<file path="src/rtl/systolic_feed_receiver.sv">
// -----------------------------------------------------------------------------
// systolic_feed_receiver
//
// Array-side receiver for the SRAM controller's systolic interface.
//   * Weight beats are turned into LANES row writes into the PE array.
//   * Input beats are split into 8-bit lanes; lane k is delayed k extra cycles
//     so the array sees a diagonal wavefront.
//   * Controller protocol violations are flagged with a one-cycle pulse.
//
// Optional feature (compile-time macro RX_BEAT_COUNT_EN):
//   adds output beat_count, the number of beats accepted in the current or
//   most recent stream (saturates at MAX_VECTORS, cleared by an accepted
//   start_array and by reset).
//
// Parameters:
//   LANES        number of 8-bit lanes per beat (>= 2)
//   MAX_VECTORS  maximum input beats per inference stream
//
// Ports:
//   clk            clock
//   rst            asynchronous active-high reset
//   start_weights  one-cycle pulse: weight load begins
//   start_array    one-cycle pulse: input stream begins
//   enable         beat qualifier for systolic_data
//   systolic_data  beat payload; lane k = bits [8k+7:8k]
//   w_row_data     weight row to array
//   w_row_valid    row write strobe
//   w_row_idx      row number 0..LANES-1
//   weights_ready  all rows loaded
//   array_in       skewed operand lanes
//   lane_valid     per-lane operand valid
//   stream_done    one-cycle pulse after the skew network has drained
//   busy           receiver not idle
//   protocol_err   one-cycle pulse on a controller violation
//   beat_count     (RX_BEAT_COUNT_EN only) accepted beats of the last stream
// -----------------------------------------------------------------------------
module systolic_feed_receiver #(
  parameter int LANES       = 8,
  parameter int MAX_VECTORS = 64
) (
  input  logic                       clk,
  input  logic                       rst,
  input  logic                       start_weights,
  input  logic                       start_array,
  input  logic                       enable,
  input  logic [8*LANES-1:0]         systolic_data,
  output logic [8*LANES-1:0]         w_row_data,
  output logic                       w_row_valid,
  output logic [$clog2(LANES)-1:0]   w_row_idx,
  output logic                       weights_ready,
  output logic [8*LANES-1:0]         array_in,
  output logic [LANES-1:0]           lane_valid,
  output logic                       stream_done,
  output logic                       busy,
  output logic                       protocol_err
`ifdef RX_BEAT_COUNT_EN
  ,
  output logic [6:0]                 beat_count
`endif
);

  localparam int DW    = 8 * LANES;
  localparam int ROW_W = $clog2(LANES);
  localparam int VEC_W = $clog2(MAX_VECTORS + 1);

  typedef enum logic [1:0] {IDLE, LOAD_W, STREAM, DRAIN} state_t;

  state_t            state_reg;
  logic [ROW_W-1:0]  row_cnt_reg;
  logic [VEC_W-1:0]  vec_cnt_reg;
  // Number of clock edges since the last accepted beat while draining.
  logic [ROW_W-1:0]  drain_cnt_reg;
  logic              weights_ready_reg;
  logic              protocol_err_reg;
  logic              stream_done_reg;
  logic              w_row_valid_reg;
  logic [DW-1:0]     w_row_data_reg;
  logic [ROW_W-1:0]  w_row_idx_reg;

  // A beat enters the skew network only while streaming; the FSM leaves
  // STREAM on the beat that reaches MAX_VECTORS, so no count check is needed.
  logic beat_in;
  assign beat_in = (state_reg == STREAM) && enable;

  // ---------------------------------------------------------------------------
  // Control FSM
  // ---------------------------------------------------------------------------
  always_ff @(posedge clk or posedge rst) begin
    if (rst) begin
      state_reg         <= IDLE;
      row_cnt_reg       <= '0;
      vec_cnt_reg       <= '0;
      drain_cnt_reg     <= '0;
      weights_ready_reg <= 1'b0;
      protocol_err_reg  <= 1'b0;
      stream_done_reg   <= 1'b0;
      w_row_valid_reg   <= 1'b0;
      w_row_data_reg    <= '0;
      w_row_idx_reg     <= '0;
    end else begin
      protocol_err_reg <= 1'b0;
      stream_done_reg  <= 1'b0;
      w_row_valid_reg  <= 1'b0;

      case (state_reg)
        IDLE: begin
          if (start_weights) begin
            // start_weights wins a tie, but the simultaneous start_array
            // is still a violation.
            state_reg         <= LOAD_W;
            weights_ready_reg <= 1'b0;
            row_cnt_reg       <= '0;
            if (start_array) protocol_err_reg <= 1'b1;
          end else if (start_array) begin
            if (weights_ready_reg) begin
              state_reg   <= STREAM;
              vec_cnt_reg <= '0;
            end else begin
              protocol_err_reg <= 1'b1;
            end
          end
        end

        LOAD_W: begin
          if (start_weights || start_array) protocol_err_reg <= 1'b1;
          if (enable) begin
            w_row_data_reg  <= systolic_data;
            w_row_valid_reg <= 1'b1;
            w_row_idx_reg   <= row_cnt_reg;
            row_cnt_reg     <= row_cnt_reg + ROW_W'(1);
            if (row_cnt_reg == ROW_W'(LANES - 1)) begin
              weights_ready_reg <= 1'b1;
              state_reg         <= IDLE;
            end
          end
        end

        STREAM: begin
          if (start_weights || start_array) protocol_err_reg <= 1'b1;
          if (enable) begin
            vec_cnt_reg <= vec_cnt_reg + VEC_W'(1);
            if (vec_cnt_reg == VEC_W'(MAX_VECTORS - 1)) begin
              // Last allowed beat is being accepted on this edge.
              state_reg     <= DRAIN;
              drain_cnt_reg <= '0;
            end
          end else if (vec_cnt_reg != '0) begin
            // Gap detected one edge after the last beat.
            state_reg     <= DRAIN;
            drain_cnt_reg <= ROW_W'(1);
          end
        end

        DRAIN: begin
          if (enable || start_weights || start_array) protocol_err_reg <= 1'b1;
          // The last beat reaches the final lane LANES-1 edges after it was
          // accepted; one more edge later the lane is empty and done fires.
          if (drain_cnt_reg == ROW_W'(LANES - 1)) begin
            stream_done_reg <= 1'b1;
            state_reg       <= IDLE;
          end else begin
            drain_cnt_reg <= drain_cnt_reg + ROW_W'(1);
          end
        end

        default: state_reg <= IDLE;
      endcase
    end
  end

  // ---------------------------------------------------------------------------
  // Skew network: lane gi is a (gi+1)-deep delay line of its byte plus valid.
  // Invalid slots carry zero so idle lanes drive 0.
  // ---------------------------------------------------------------------------
  genvar gi;
  generate
    for (gi = 0; gi < LANES; gi++) begin : g_lane
      logic [7:0] dly_data_reg [gi+1];
      logic       dly_valid_reg [gi+1];

      always_ff @(posedge clk or posedge rst) begin
        if (rst) begin
          for (int s = 0; s <= gi; s++) begin
            dly_data_reg[s]  <= 8'd0;
            dly_valid_reg[s] <= 1'b0;
          end
        end else begin
          dly_data_reg[0]  <= beat_in ? systolic_data[8*gi +: 8] : 8'd0;
          dly_valid_reg[0] <= beat_in;
          for (int s = 1; s <= gi; s++) begin
            dly_data_reg[s]  <= dly_data_reg[s-1];
            dly_valid_reg[s] <= dly_valid_reg[s-1];
          end
        end
      end

      assign array_in[8*gi +: 8] = dly_data_reg[gi];
      assign lane_valid[gi]      = dly_valid_reg[gi];
    end
  endgenerate

  // ---------------------------------------------------------------------------
  // Outputs
  // ---------------------------------------------------------------------------
  assign w_row_data    = w_row_data_reg;
  assign w_row_valid   = w_row_valid_reg;
  assign w_row_idx     = w_row_idx_reg;
  assign weights_ready = weights_ready_reg;
  assign stream_done   = stream_done_reg;
  assign protocol_err  = protocol_err_reg;
  assign busy          = (state_reg != IDLE);

`ifdef RX_BEAT_COUNT_EN
  // The vector counter never exceeds MAX_VECTORS, is cleared by an accepted
  // start_array and holds after the stream, which is exactly beat_count.
  assign beat_count = 7'(vec_cnt_reg);
`endif

endmodule

</file>
<file path="config.mk">
export PLATFORM = sky130hd
export DESIGN_NAME = systolic_feed_receiver
export DESIGN_NICKNAME = d
export VERILOG_FILES = /design/src/rtl/systolic_feed_receiver.sv
export SDC_FILE = /design/constraint.sdc
export NUM_CORES = 1
export LEC_CHECK = 0
export BUFFER_PORTS_ARGS = -buffer_cell sky130_fd_sc_hd__clkbuf_2
export CAP_MARGIN = 30
export CORE_MARGIN = 1
export CORE_UTILIZATION = 51
export CTS_CLUSTER_DIAMETER = 120
export DETAILED_ROUTE_END_ITERATION = 12
export GPL_TIMING_DRIVEN = 1
export PLACE_DENSITY = 0.84
export SLEW_MARGIN = 20
export SYNTH_ARGS = -nofsm -noshare
export SYNTH_HDL_FRONTEND = slang
export SYNTH_SLANG_ARGS = --single-unit
</file>
<file path="constraint.sdc">
create_clock -name clk -period 15.4 [get_ports clk]
set_input_delay 0 -clock clk [delete_from_list [all_inputs] [get_ports clk]]
set_output_delay 0 -clock clk [all_outputs]
set_load 0.01 [all_outputs]
</file>
# Word level (Yosys, flattened, before mapping)
# Cells that the tools add are included.
[totals]
regBits = 382
input_bits = 69
out_inout_bits = 144
elab_cells = 139
[classes]
add_sub_neg = 3
eq_ne = 19
muxes = 46
n_reduce_logical = 17
[op_table]
columns = ["cell", "n"]
rows = [
  ["$mux W8", 8],
  ["$mux W7", 4],
  ["$mux W2", 9],
  ["$mux W3", 6],
  ["$ne A2 B2 Y1 const B", 9],
  ["$pmux W7 S2", 1],
  ["$mux W1", 13],
  ["$pmux W3 S2", 2],
  ["$pmux W2 S4", 1],
  ["$reduce_and A4 Y1", 2],
  ["$reduce_bool A2 Y1", 4],
  ["$add A7 B1 Y7 const B", 1],
  ["$eq A7 B6 Y1 const B", 1],
  ["$reduce_and A7 Y1", 1],
  ["$reduce_bool A7 Y1", 1],
  ["$add A3 B1 Y3 const B", 2],
  ["$eq A3 B3 Y1 const B", 2],
  ["$ne A3 B2 Y1 const B", 2],
  ["$ne A3 B3 Y1 const B", 2],
  ["$reduce_and A5 Y1", 1],
  ["$eq A2 B2 Y1 const B", 2],
  ["$logic_or A1 B1 Y1", 3],
  ["$pmux W1 S3", 1],
  ["$reduce_and A3 Y1", 1],
  ["6 further kinds", 6],
]

# Longest topological paths before layout
# Gate-level depths: netlist (run 1).
[logic_depth]
depth_word = 4
ltp_mapped = 7
depth_no_buf = 6

# Least setup slack after synthesis (run 1)
# OpenSTA, ideal clock, no wires.
[synth_path]
kind = "register to register"
from = "reg drain_cnt_reg[0]"
to = "reg state_reg[1]"
setup_time_ps = 138
arrival_time_ps = 1443
required_ps = 15262
path_slack_ps = 13819
path_stages_with_launch = 6
path_buffers = 0
synth_period_minus_slack_ps = 1581
path_cell_list = "dfrtp_1 -> ha_1 -> ha_1 -> a221o_1 -> a41oi_1 -> a21oi_1"
[synth_via]
elab_chain_cells = 3
[synth_lines]
columns = ["item", "line_no", "source"]
rows = [
  ["start, declared", "72", "logic [ROW_W-1:0] drain_cnt_reg;"],
  ["start signal, assigned", "162", "drain_cnt_reg <= drain_cnt_reg + ROW_W'(1);"],
  ["$eq A3 B3 Y1", "158", "if (drain_cnt_reg == ROW_W'(LANES - 1)) begin"],
  ["$ne A2 B2 Y1 (no source line)", "n/a", ""],
  ["$reduce_and A7 Y1 (no source line)", "n/a", ""],
  ["end signal, assigned", "149", "state_reg <= DRAIN;"],
  ["end signal, assigned", "160", "state_reg <= IDLE;"],
  ["end signal, assigned", "166", "default: state_reg <= IDLE;"],
  ["end, declared", "68", "state_t state_reg;"],
]
# No other way between the ends.
# A chain may end at the register's enable or synchronous reset.

# Worst setup path after layout (run 1)
[layout_path]
from = "reg state_reg[0]"
to = "reg vec_cnt_reg[6]"
[layout_via]
elab_chain_cells = 3
word_cells_on_any_way = 9
classes_between = "eq/ne (5); mux (1); reduce/logical (3)"
[layout_lines]
columns = ["item", "line_no", "source"]
rows = [
  ["start signal, assigned", "90", "state_reg <= IDLE;"],
  ["start signal, assigned", "110", "state_reg <= LOAD_W;"],
  ["start signal, assigned", "116", "state_reg <= STREAM;"],
  ["$eq A2 B2 Y1 or $logic_not A2 Y1 (tied branches)", "105", "case (state_reg)"],
  ["$ne A2 B2 Y1 (no source line) or $reduce_bool A2 Y1 (tied branches)", "n/a", ""],
  ["$reduce_and A5 Y1 (no source line)", "n/a", ""],
  ["end signal, assigned", "141", "vec_cnt_reg <= vec_cnt_reg + VEC_W'(1);"],
  ["end, declared", "70", "logic [VEC_W-1:0] vec_cnt_reg;"],
]
# Several ways; a longest one is shown, not always the timed one.

==> results of run 1 <==
-- layout make-up --
type / count / area share [%]
tap: 285 / 2.43
multi-input combinational: 216 / 11.9
inverter: 8 / 0.255
timing repair buffer: 286 / 12.5
sequential: 382 / 65.0
clock inverter: 6 / 0.443
clock buffer: 53 / 7.40
-- per-layer routing --
metal	vias up	part of all wire [%]	global-route usage [%]
li1	2644	-	-
met1	3092	38	22.2
met2	185	55	33.5
met3	61	4.1	3.98
met4	0	3.4	8.16
met5	-	0	0
-- logic make-up after synthesis --
kind of cell / count (synthesis) / synth area share, %
flops: 382 / 80.5
simple gates: 103 / 5.30
buf+inv: 83 / 4.74
mux: 67 / 6.36
compound gates: 36 / 2.13
fa+ha+maj: 6 / 0.632
xor+xnor: 4 / 0.295
-- power groups by stage --
stage / Clock [W] / Combinational [W] / Sequential [W]
after floorplan: 0 / 0.000202 / 0.00127
after global placement: 0 / 0.000371 / 0.00123
after detailed placement: 0 / 0.000387 / 0.00124
after CTS: 0.000873 / 0.000407 / 0.00123
after global routing: 0.000918 / 0.000448 / 0.00125
final: 0.000854 / 0.000417 / 0.00123
-- how the worst max path moves through the flow --
stage / start / depth (start not counted) / endpoint / slack [ns]
after CTS: state_reg[1] / 3 / w_row_data[25] / 13.18
after floorplan: rst / 1 / array_in[10] / 4.79
final: state_reg[0] / 5 / vec_cnt_reg[6] / 13.28
after global routing: state_reg[1] / 5 / vec_cnt_reg[6] / 13.06
after detailed placement: state_reg[1] / 3 / w_row_data[22] / 13.20
after global placement: state_reg[0] / 5 / vec_cnt_reg[6] / 13.31
-- metrics by stage --
stage               total power [W]  utilization [%]  hold WS (ns)  area (µm²)
floorplan                   0.00147                -         0.129       11900
global placement            0.00161             56.4         0.221       12800
detailed placement          0.00163             56.4         0.224       12800
CTS                         0.00251             64.5         0.233       14600
global route                0.00261             64.7         0.252       14700
finish                      0.00250             64.7         0.210       14700
-- critical path: cells and delay by family (launching register included) --
family / cells / cell delay (ns)
AND/OR/NAND/NOR: 3 / 0.78
flip-flops: 1 / 0.59
buffers and inverters: 1 / 0.51
AO/OA/AOI/OAI: 1 / 0.14
-- cell usage in the layout (no fill, tap or decap), drive strengths merged, types with 2 or more instances in the layout --
cell,count
dfrtp,382
clkbuf,265
dlygate4sd3,69
mux2,67
and2,64
nand2,11
o21ai,11
inv,9
a21oi,8
nor2,7
ha,6
nor2b,5
buf,5
a21boi,3
a21o,3
xnor2,3
clkinv,3
nand2b,2
and3,2
nand4,2
a31o,2
nor3,2
a2111oi,2
==> summary.txt, run 1 <==
Timing
  • Fin crit share: 13.7%
  • RSZ-0062 raised after global routing: no
  • Final Skew: 0.0115 ns
  • Slew @ Worst Pin: 0.817 ns
  • Max Freq: 472 MHz
  • Final hold vios: 0
  • Final setup fails: 0
  • Final Max Slew Viols: 0
  • Max-slew headroom at the worst pin: 45.5%
  • Setup tns final: 0 ns
  • Crit path time final: 2.12 ns
  • Worst setup margin: 13.28 ns

GRT
  • All-Layer GR Usage: 18.8%
  • Gr ovfl total: 0
  • Initial antenna violation count: 0
  • First-pass GRT wire length: 34,400 µm
  • Largest net degree at the start of global routing: 200
  • Vias in the first global route: 6,461

Place
  • Placement Setup Slack: 13.20 ns
  • Detailed placement HPWL: 11,600 µm
  • Port Buffers: 212
  • Placed cell count: 1,106
  • GPL Wtd Cong: 0.748

Setup path
  • Critical R2R Capture: vec_cnt_reg[6]
  • Startpoint Class: flip-flop
  • Critical-path cell list: and3b_2, buf_4, nand2_2, or3_1, a21oi_1
  • Worst r2r path cells: 5
  • Critical Path Sink Type: flip-flop
  • Crit-path max cell delay: 0.59 ns
  • Critical path type: reg2reg
  • Critical Path RT: 15.82 ns
  • Launch point of the worst reg-to-reg path: state_reg[0]
  • FF-to-FF setup slack: 13.28 ns
  • Crit-path max FO: 70
  • CP max stage cell: dfrtp_1
  • Worst Path Arrival: 2.54 ns

Synthesis
  • Most numerous cell in the Yosys netlist: dfrtp_1
  • Ys async rst share: 100%
  • Yosys warnings: 0
  • Avg Cell Area, Syn: 17.4 µm²
  • Synthesized cell area: 11,900 µm²
  • Number of synthesized register bits: 382
  • Post-Synthesis Cells: 681
  • Synth top area cells: dfrtp_1, mux2_1, buf_4
  • Synth top cells by count: dfrtp_1, mux2_1, buf_4
  • Post-synth EDFFs: 0
  • Post-synthesis cell type count: 42
  • Prevailing post-synth register cell: dfrtp_1
  • Yosys top cell by area: dfrtp_1
  • Top cell type's share of synthesized area: 80.5%
  • Mapped Nets: 756
  • Register area share after synthesis: 80.5%

Clock tree
  • Cts repair resizes: 0
  • CTS tree: done
  • TritonCTS Buffers: 37
  • H-Tree Level Count: 2
  • CTS root buf: clkbuf_16
  • Post-CTS Setup Inserts: 0
  • Worst-Skew Late Latency: 0.51 ns
  • Worst-path clk slew: 0.06 ns
  • Hold buffer count at CTS: 69
  • Clock buffer depth: 3
  • CTS sink count: 382

Route
  • Number of routed nets with antenna violations: 0
  • Routed wire length: 21,700 µm
  • DRT iter0 DRCs: 295
  • Vias per cell: 4.84
  • WL/cell: 17.5 µm
  • DRT Pass-1 Iters: 4
  • DRC viols: 0
  • Routed via count: 5,982

Power and ir drop
  • Logic gate share of total power: 16.6%
  • Sw power: 0.000664 W
  • Switching share of total power: 26.5%
  • Sequential Power Share: 49.2%
  • Pleak: 7.69 nW
  • Peak supply drop: 126 µV
  • Cell Pwr Density: 170 nW/µm²
  • Pint: 0.00184 W
  • Clock share of power: 34.1%

Layout
  • Fillers: 1,524
  • Post-Layout Cell Count: 1,236
  • Largest register FFs: 232
  • Fraction of layout cells with a size suffix above 1: 29.2%
  • Fin nets: 1,006
  • N_diodes: 0
  • Area growth syn-to-layout: 23.9%
  • Multi-input gate area: 1750 µm²
  • Register area: 9560 µm²

Die
  • Die area: 23,900 µm²
  • Core area: 22,700 µm²
  • I/O pins: 213
  • Initial core utilization: 52.3%
  • DIE HEIGHT: 155 µm
  • Chip width: 155 µm
  • FP Rows: 55

Run status
  • Status: complete, no violations

Job
  • MaxCap Viol Count: 0

Worst hold path
  • Worst hold path type: in2async
Power figures use the tool's default switching activity.
==> run 2, diff against run 1 <==
Clock period 15.4 ns to 2 ns, I/O delays scaled along.
==> run 2 against run 1 <==
Critical path depth unchanged; die area unchanged; core utilization up 0.59 points; first-iteration DRC count down 16%; final cell count up 1.1%; flip-flop and latch count unchanged; count of clock-buffer cells in the layout down 6; clock skew down 0.0031 ns; non-clock buffer count up 8; sequential share of layout area down 0.59 points.
==> summary.txt, run 2 (same netlist as run 1, synthesis figures left out) <==
Route
  • DRT iter0 DRCs: 248 (was 295)
  • Number of routed nets with antenna violations: 0 (unchanged)
  • WL/cell: 17.3 µm (was 17.5 µm)
  • DRC viols: 0 (unchanged)
  • DRT Pass-1 Iters: 4 (unchanged)
  • Routed wire length: 21,600 µm (was 21,700 µm)
  • Routed via count: 6,004 (was 5,982)
  • Vias per cell: 4.80 (was 4.84)

Clock tree
  • TritonCTS Buffers: 37 (unchanged)
  • Post-CTS Setup Inserts: 0 (unchanged)
  • Clock buffer depth: 3 (unchanged)
  • CTS root buf: clkbuf_16 (unchanged)
  • Worst-Skew Late Latency: 0.50 ns (was 0.51 ns)
  • Worst-path clk slew: 0.06 ns (about the same)
  • CTS sink count: 382 (unchanged)
  • CTS tree: done (unchanged)
  • H-Tree Level Count: 2 (unchanged)

Setup path
  • CP top delay family: compound AO/OA/AOI/OAI gates (was simple AND/OR/NAND/NOR gates)
  • Crit-path max FO: 5 (was 70)
  • CP Depth: 5 (unchanged)
  • Critical Path RT: 2.38 ns (was 15.82 ns)
  • Startpoint Class: flip-flop (unchanged)
  • Critical-path cell list: ha_1, ha_1, a221o_1, a41oi_1, a21oi_1 (was and3b_2, buf_4, nand2_2, or3_1, a21oi_1)
  • Worst path most repeated cell: ha_1
  • Worst Path Arrival: 2.07 ns (was 2.54 ns)
  • Worst r2r path cells: 5 (unchanged)
  • Crit-path max cell delay: 0.42 ns (was 0.59 ns)
  • Critical path type: reg2reg (unchanged)
  • Critical Path Sink Type: flip-flop (unchanged)
  • CP max stage cell: dfrtp_1 (unchanged)
  • Crit path buffers/inverters: 0 (was 1)

GRT
  • Gr ovfl total: 0 (unchanged)
  • First-pass GRT wire length: 35,300 µm (was 34,400 µm)
  • Largest net degree at the start of global routing: 107 (was 200)
  • All-Layer GR Usage: 19.2% (was 18.8%)
  • Initial antenna violation count: 0 (unchanged)
  • Vias in the first global route: 6,758 (was 6,461)

Die
  • FP Rows: 55 (unchanged)
  • I/O pins: 213 (unchanged)
  • Die area: 23,900 µm² (unchanged)
  • Core area: 22,700 µm² (unchanged)
  • Initial core utilization: 52.3% (unchanged)
  • DIE HEIGHT: 155 µm (unchanged)
  • Chip width: 155 µm (unchanged)

Layout
  • Design Area, Final: 14,800 µm² (was 14,700 µm²)
  • Area growth syn-to-layout: 25.0% (was 23.9%)
  • Fraction of layout cells with a size suffix above 1: 30.7% (was 29.2%)
  • Post-Layout Cell Count: 1,250 (was 1,236)
  • N_diodes: 0 (unchanged)
  • Largest register FFs: 232 (unchanged)
  • Most frequent cells in the layout: dfrtp_1, clkbuf_2, dlygate4sd3_1 (unchanged)
  • Most common cell after layout, fill and taps aside: dfrtp_1 (unchanged)
  • Fin nets: 1,014 (was 1,006)

Power and ir drop
  • Pleak: 7.77 nW (was 7.69 nW)
  • Final Power: 0.0196 W (was 0.00250 W)
  • Cell Pwr Density: 1320 nW/µm² (was 170 nW/µm²)
  • Peak supply drop: 1020 µV (was 126 µV)

Timing
  • Worst setup margin: 0.312 ns (was 13.28 ns)
  • Final Max Slew Viols: 0 (unchanged)
  • Max-slew headroom at the worst pin: 64.0% (was 45.5%)
  • Max Freq: 593 MHz (was 472 MHz)
  • Crit path time final: 1.69 ns (was 2.12 ns)
  • Final hold vios: 0 (unchanged)
  • Setup tns final: 0 ns (unchanged)
  • Slew @ Worst Pin: 0.540 ns (was 0.817 ns)
  • RSZ-0062 raised after global routing: no (unchanged)
  • Final setup fails: 0 (unchanged)
  • Fin crit share: 84.4% (was 13.7%)
  • Final Skew: 0.00840 ns (was 0.0115 ns)

Place
  • Placed cell count: 1,117 (was 1,106)
  • GPL Wtd Cong: 0.805 (was 0.748)
  • Detailed placement HPWL: 12,700 µm (was 11,600 µm)
  • Port Buffers: 212 (unchanged)
  • Placement Setup Slack: 0.330 ns (was 13.20 ns)
  • Placed Area: 12,900 µm² (was 12,800 µm²)

Run status
  • Status: complete, no violations (unchanged)

Job
  • MaxCap Viol Count: 0 (unchanged)

Worst hold path
  • Worst hold path type: in2async (unchanged)
## run 2: cell types whose count changed in the layout (fill, tap and decap cells not counted), sizes merged
cell         before  now
clkinv            3   10
clkinvlp          1    3
clkbuf          265  259
dlygate4sd3      69   68
bufinv            1    4
buf               5   14
## run 2: timing repair
action,CTS,global route
endpoints found under the hold margin,317,0
endpoints found under the setup margin,0,0
hold buffers,68,0
resized for setup,0,0
## run 2: layer usage
layer | global-route usage, % | up-vias | wire length (µm) | share of wire (%)
li1 | - | 2676 | - | -
met1 | 22.5 | 3043 | 8170 | 38
met3 | 4.37 | 60 | 1120 | 5.2
met4 | 8.35 | 0 | 691 | 3.2
met5 | 0 | - | 0 | 0
met2 | 34.0 | 225 | 11600 | 54
## run 2: final timing paths
check | from | to | slack, ns
max in group asynchronous | rst | row_cnt_reg[1] | 1.07
max | drain_cnt_reg[0] | state_reg[1] | 0.31
min in group clk | systolic_data[7] | g_lane[0].dly_data_reg[7] | 0.26
min reg2reg | g_lane[3].dly_data_reg[23] | g_lane[3].dly_data_reg[15] | 0.34
max reg2reg | drain_cnt_reg[0] | state_reg[1] | 0.31
min | rst | g_lane[4].dly_data_reg[25] | 0.07
## run 2: cell type report
cell class              instances  area, µm²
clock buffers                  47       1010
multi-input cells             216       1750
well taps                     285        357
inverters                       8       33.8
flip-flops and latches        382       9560
repair buffers                294       1910
fillers                      1499       7870
clock inverters                18        210
## run 2: metrics by stage
| step | hold WS, ns | utilization (%) |
|---|---|---|
| after floorplan | 0.129 | - |
| after global placement | 0.0351 | 56.9 |
| after detailed placement | 0.0355 | 56.9 |
| after CTS | 0.0445 | 65.3 |
| after global routing | 0.0747 | 65.3 |
| final | 0.0672 | 65.3 |
## run 2: tightest hold or removal path, delay by kind of cell
kind | cells | cell delay [ns]
buffers and inverters | 3 | 0.99
## run 2: power breakdown
group          total, W  internal, W  leakage, nW  switching, W
Clock           0.00690      0.00412        0.603       0.00278
Combinational   0.00329      0.00149         2.02       0.00180
Sequential      0.00942      0.00879         5.15      0.000623
Total            0.0196       0.0144         7.77       0.00520
